File: config.mk
export PLATFORM = sky130hd
export DESIGN_NAME = mem_port_arbiter
export DESIGN_NICKNAME = d
export VERILOG_FILES = /design/src/rtl/mem_port_arbiter.sv
export SDC_FILE = /design/constraint.sdc
export NUM_CORES = 1
export LEC_CHECK = 0
export BUFFER_PORTS_ARGS = -buffer_cell sky130_fd_sc_hd__clkbuf_2
export CORE_MARGIN = 4
export CORE_UTILIZATION = 51
export DETAILED_ROUTE_END_ITERATION = 7
export MAX_ROUTING_LAYER = met4
export PLACE_DENSITY = 0.86
export SLEW_MARGIN = 40
export SYNTH_ARGS = -nofsm -noshare
export SYNTH_HDL_FRONTEND = slang
export SYNTH_SLANG_ARGS = --single-unit
File: constraint.sdc
create_clock -name clk_i -period 6.66 [get_ports clk_i]
set_input_delay 1.332 -clock clk_i [delete_from_list [all_inputs] [get_ports clk_i]]
set_output_delay 1.332 -clock clk_i [all_outputs]
set_load 0.05 [all_outputs]
File: src/rtl/mem_port_arbiter.sv
// mem_port_arbiter: shares one memory bus between fetch and load/store ports, data port first.
// Optional bus watchdog enabled by defining MEM_ARB_TIMEOUT_EN.
module mem_port_arbiter #(
    parameter int ADDR_W         = 32,
    parameter int TIMEOUT_CYCLES = 255
) (
    input  logic              clk_i,
    input  logic              rst_ni,
    input  logic              iport_req_i,
    input  logic [ADDR_W-1:0] iport_addr_i,
    output logic              iport_ack_o,
    output logic [31:0]       iport_data_o,
    output logic              iport_err_o,
    input  logic              dport_req_i,
    input  logic              dport_we_i,
    input  logic [2:0]        dport_width_i,
    input  logic [ADDR_W-1:0] dport_addr_i,
    input  logic [31:0]       dport_wdata_i,
    output logic              dport_ack_o,
    output logic [31:0]       dport_rdata_o,
    output logic              dport_err_o,
    output logic              bus_req_o,
    output logic              bus_we_o,
    output logic [3:0]        bus_sel_o,
    output logic [ADDR_W-1:0] bus_addr_o,
    output logic [31:0]       bus_wdata_o,
    input  logic              bus_ack_i,
    input  logic [31:0]       bus_rdata_i
);
    localparam logic [1:0] IDLE = 2'd0, I_BUSY = 2'd1, D_BUSY = 2'd2, RESP = 2'd3;
    logic [1:0]  state;
    logic        gnt_d, ld_we, resp_err, d_bad;
    logic [2:0]  ld_w;
    logic [1:0]  ld_a;
    logic [3:0]  d_sel;
    logic [31:0] resp_data, d_wdata, sh, ld_data;
`ifdef MEM_ARB_TIMEOUT_EN
    localparam int CNT_W = $clog2(TIMEOUT_CYCLES + 1);
    logic [CNT_W-1:0] cnt;
`endif
    always_comb begin
        d_bad   = (dport_width_i == 3'b011) || (dport_width_i[2:1] == 2'b11) ||
                  (dport_width_i[1:0] == 2'b01 && dport_addr_i[0]) ||
                  (dport_width_i[1:0] == 2'b10 && dport_addr_i[1:0] != 2'b00);
        d_sel   = dport_width_i[1] ? 4'b1111 :
                  ((dport_width_i[0] ? 4'b0011 : 4'b0001) << dport_addr_i[1:0]);
        d_wdata = dport_width_i[1] ? dport_wdata_i :
                  dport_width_i[0] ? {2{dport_wdata_i[15:0]}} : {4{dport_wdata_i[7:0]}};
        sh      = bus_rdata_i >> {ld_a, 3'b000};
        // width bit 2 marks the unsigned variants, which suppress sign extension
        ld_data = ld_we ? 32'h0 :
                  ld_w[1] ? sh :
                  ld_w[0] ? {{16{~ld_w[2] & sh[15]}}, sh[15:0]} :
                            {{24{~ld_w[2] & sh[7]}}, sh[7:0]};
    end
    assign iport_ack_o   = (state == RESP) && !gnt_d;
    assign dport_ack_o   = (state == RESP) && gnt_d;
    assign iport_data_o  = iport_ack_o ? resp_data : 32'h0;
    assign dport_rdata_o = dport_ack_o ? resp_data : 32'h0;
    assign iport_err_o   = iport_ack_o & resp_err;
    assign dport_err_o   = dport_ack_o & resp_err;
    always_ff @(posedge clk_i or negedge rst_ni) begin
        if (!rst_ni) begin
            state       <= IDLE;
            gnt_d       <= 1'b0;
            ld_we       <= 1'b0;
            ld_w        <= 3'b0;
            ld_a        <= 2'b0;
            resp_data   <= 32'h0;
            resp_err    <= 1'b0;
            bus_req_o   <= 1'b0;
            bus_we_o    <= 1'b0;
            bus_sel_o   <= 4'b0;
            bus_addr_o  <= '0;
            bus_wdata_o <= 32'h0;
`ifdef MEM_ARB_TIMEOUT_EN
            cnt         <= '0;
`endif
        end else begin
            case (state)
                IDLE: begin
                    resp_data <= 32'h0;
                    resp_err  <= 1'b0;
`ifdef MEM_ARB_TIMEOUT_EN
                    cnt       <= '0;
`endif
                    if (dport_req_i) begin
                        gnt_d <= 1'b1;
                        ld_we <= dport_we_i;
                        ld_w  <= dport_width_i;
                        ld_a  <= dport_addr_i[1:0];
                        if (d_bad) begin
                            resp_err <= 1'b1;
                            state    <= RESP;
                        end else begin
                            bus_req_o   <= 1'b1;
                            bus_we_o    <= dport_we_i;
                            bus_sel_o   <= d_sel;
                            bus_addr_o  <= {dport_addr_i[ADDR_W-1:2], 2'b00};
                            bus_wdata_o <= d_wdata;
                            state       <= D_BUSY;
                        end
                    end else if (iport_req_i) begin
                        gnt_d <= 1'b0;
                        if (iport_addr_i[1:0] != 2'b00) begin
                            resp_err <= 1'b1;
                            state    <= RESP;
                        end else begin
                            bus_req_o  <= 1'b1;
                            bus_we_o   <= 1'b0;
                            bus_sel_o  <= 4'b1111;
                            bus_addr_o <= iport_addr_i;
                            state      <= I_BUSY;
                        end
                    end
                end
                I_BUSY, D_BUSY: begin
                    if (bus_ack_i) begin
                        resp_data   <= (state == I_BUSY) ? bus_rdata_i : ld_data;
                        bus_req_o   <= 1'b0;
                        bus_we_o    <= 1'b0;
                        bus_sel_o   <= 4'b0;
                        bus_addr_o  <= '0;
                        bus_wdata_o <= 32'h0;
                        state       <= RESP;
                    end
`ifdef MEM_ARB_TIMEOUT_EN
                    else if (cnt == CNT_W'(TIMEOUT_CYCLES - 1)) begin
                        resp_err    <= 1'b1;
                        bus_req_o   <= 1'b0;
                        bus_we_o    <= 1'b0;
                        bus_sel_o   <= 4'b0;
                        bus_addr_o  <= '0;
                        bus_wdata_o <= 32'h0;
                        state       <= RESP;
                    end else cnt <= cnt + 1'b1;
`endif
                end
                default: state <= IDLE;
            endcase
        end
    end
endmodule

==> results.yml <==
run_status:
  status: "completed"
sta:
  hold_viol: 0
  fmax_mhz: 281
  fin_crit_sh_pct: 53.5
  maxSlewViolCount: 0
  rsz0062_at_grt: "false"
  skew_ns: 0.00664
  min_period_ns: 3.56
  finalSetupViolations: 0
  finalSetupTns_ns: 0
  tightest_slew_ns: 0.719
  slew-limit-headroom_pct: 51.7
routing:
  via_per_inst: 5.99
  antenna_left: 0
  drc_errors: 0
  wl_per_cell_um: 19.2
  dr.pass1.iters: 5
  num_vias: 5658
  first_iter_violations: 403
  wl_um: 18200
yosys:
  yosysSeqAreaShare_pct: 46.3
  synth_flop_cell: "dfrtp_1"
  netlist_instances: 559
  synth_warnings: 0
  ys_types: 48
  netlist_area_mm2: 0.00605
  syn_area_per_cell_um2: 10.8
  synthArstFlopShare_pct: 100
  synth_edf_count: 0
  synth_nets: 700
  synth_seq_cells: 112
clock_network:
  clk_pin_slew_ns: 0.07
  root_buffer: "clkbuf_16"
  post_cts_buffers: 0
  clockBufferDepth: 2
  hold_buffers: 0
  clk_latency_ns: 0.35
  cts_resized: 0
  cts_tree: "yes"
  clock-sinks: 112
  cts-buffers-inserted: 9
  htree_levels: 3
place:
  numPortBuffers: 274
  hpwl_um: 13400
  place.gp.congestion: 0.852
  placed_area_mm2: 0.00746
global_route:
  grt_overflow: 0
  groute.usage.overall_pct: 26.6
  grt_pass1_vias: 5411
  antenna_found_initial: 0
  grt_pass1_wl_um: 27900
  grt_max_degree: 63
finish:
  design_area_mm2: 0.00777
  drive_gt1_share_pct: 39.7
  final_common_cell: "clkbuf_2"
  most-common-layout-cells: "273 x clkbuf_2, 110 x dfrtp_1, 71 x mux2i_1"
  area_growth_syn_to_layout_pct: 28.4
  insertedDiodeCount: 0
  final_nets: 938
worst_setup_path:
  crit_path_top_delay_cell: "ha_2"
  critical_path.startpoint_type: "flop"
  cp.buffers_inverters: 2
  crit_path_cell_trace: "ha_2 -> nor2b_1 -> buf_4 -> and2_1 -> clkbuf_2"
  worstSetupEndpointType: "primary output"
  slowest_delay_ns: 0.52
  path_max_fanout: 35
  cp_top_family: "buffers and inverters"
  crit_required_ns: 5.33
  worst_ep_arrival_time_ns: 2.23
  critical_path_class: "flop to primary output"
floorplan:
  start_util_pct: 52.6
  die-area_mm2: 0.0137
  coreArea_mm2: 0.0115
  ios: 275
  die_w_um: 117
  num_rows: 39
  die_h_um: 117
pwr:
  ir_worst_vdd_uv: 284
  power.leakage_nw: 4.15
  p_per_area_mw_per_mm2: 482
worst_hold_path:
  hp-class: "flop to flop"
run:
  cap_violations: 0
[synthesized netlist by cell type (2+ instances only)]
cell type	count	area share (%)
o2bb2ai_1	47	6.8
mux2i_1	72	12
a21oi_1	8	0.66
mux2_2	4	0.74
o21ai_0	28	2.3
a22oi_1	17	2.1
and3_1	34	3.5
a211oi_1	18	2.2
and2_1	36	3.7
clkbuf_1	40	2.5
nor3_1	3	0.25
buf_1	4	0.25
inv_1	5	0.31
a221o_1	15	2.5
or2_2	2	0.21
buf_2	6	0.50
or3_1	3	0.31
nand2b_1	4	0.41
nor2b_1	11	1.1
nor2_1	8	0.50
buf_6	2	0.37
nand3_1	4	0.33
a21o_1	2	0.25
ha_1	4	0.83
o211ai_1	10	1.2
nand3b_1	4	0.50
nand2_1	16	0.99
dfrtp_1	112	46
a21bo_2	2	0.33
a22o_1	20	2.9
[final timing paths]
kind	startpoint	cells after the start	endpoint	slack, ns
worst max-delay path	state[0]$_DFFE_PN0P_	5	iport_data_o[11]	3.10
worst min-delay path	ld_we$_DFFE_PN0P_	2	ld_we$_DFFE_PN0P_	0.48
worst max register to register	state[0]$_DFFE_PN0P_	6	resp_data[27]$_DFFE_PN0P_	3.46
worst min register to register	ld_we$_DFFE_PN0P_	2	ld_we$_DFFE_PN0P_	0.48
max in group asynchronous	rst_ni	2	bus_addr_o[6]$_DFFE_PN0P_	4.63
min in group asynchronous	rst_ni	1	bus_addr_o[10]$_DFFE_PN0P_	0.95
[worst register-to-register path, delay by kind of cell, from the launching register on]
kind                       cells  cell delay (ns)
and+or+nand+nor                2             1.48
adders and majority gates      1             0.61
AOI/OAI and AO/OA              2             0.54
DFF                            1             0.43
buffers and inverters          1             0.07
[where the power goes]
part / switching [W] / internal, W
clock: 0.000253 / 0.000304
combinational: 0.00143 / 0.000594
sequential: 0.000234 / 0.000939
total: 0.00191 / 0.00184
[metal layers]
| metal | global-route usage (%) | up-vias | part of all wire, % |
|---|---|---|---|
| met2 | 43.7 | 261 | 51 |
| met1 | 34.7 | 2767 | 41 |
| met4 | 8.79 | 0 | 1.8 |
| li1 | - | 2604 | - |
| met5 | - | - | 0 |
| met3 | 2.83 | 26 | 6.4 |
[registers in the layout (all words and copies together) (netlist names)]
name	flops
bus_sel_o	4
resp_data	32
state	2
bus_we_o	1
bus_req_o	1
ld_a	2
ld_w	3
resp_err	1
ld_we	1
bus_addr_o	32
bus_wdata_o	32
gnt_d	1
[cell type report]
cell class	instances	area [um^2]
clock buffer	10	239
clock inverter	6	67.6
fill	902	3740
inverter	5	18.8
multi-input combinational	390	3050
sequential	112	2810
tap	143	179
timing repair buffer	279	1420
[cell families after synthesis]
logic type      count (synthesis)  synth area share (%)
fa+ha+maj                       4                 0.827
simple gates                  133                  13.1
mux                            78                  13.5
compound gates                175                  22.4
buf+inv                        57                  3.91
flops                         112                  46.3
[stage by stage]
stage / hold WS, ns / utilization (%) / instances / total power (W) / setup slack (ns)
3_5_place_dp: 0.465 / 64.8 / 929 / 0.00318 / 3.14
2_1_floorplan: 0.439 / - / 559 / 0.00267 / 3.30
6_report: 0.480 / 67.5 / 945 / 0.00375 / 3.10
5_1_grt: 0.505 / 67.5 / 945 / 0.00395 / 2.93
4_1_cts: 0.482 / 67.4 / 945 / 0.00375 / 2.77
3_3_place_gp: 0.459 / 64.6 / 928 / 0.00311 / 2.96
Note: power is estimated with default switching activity, not from simulation.
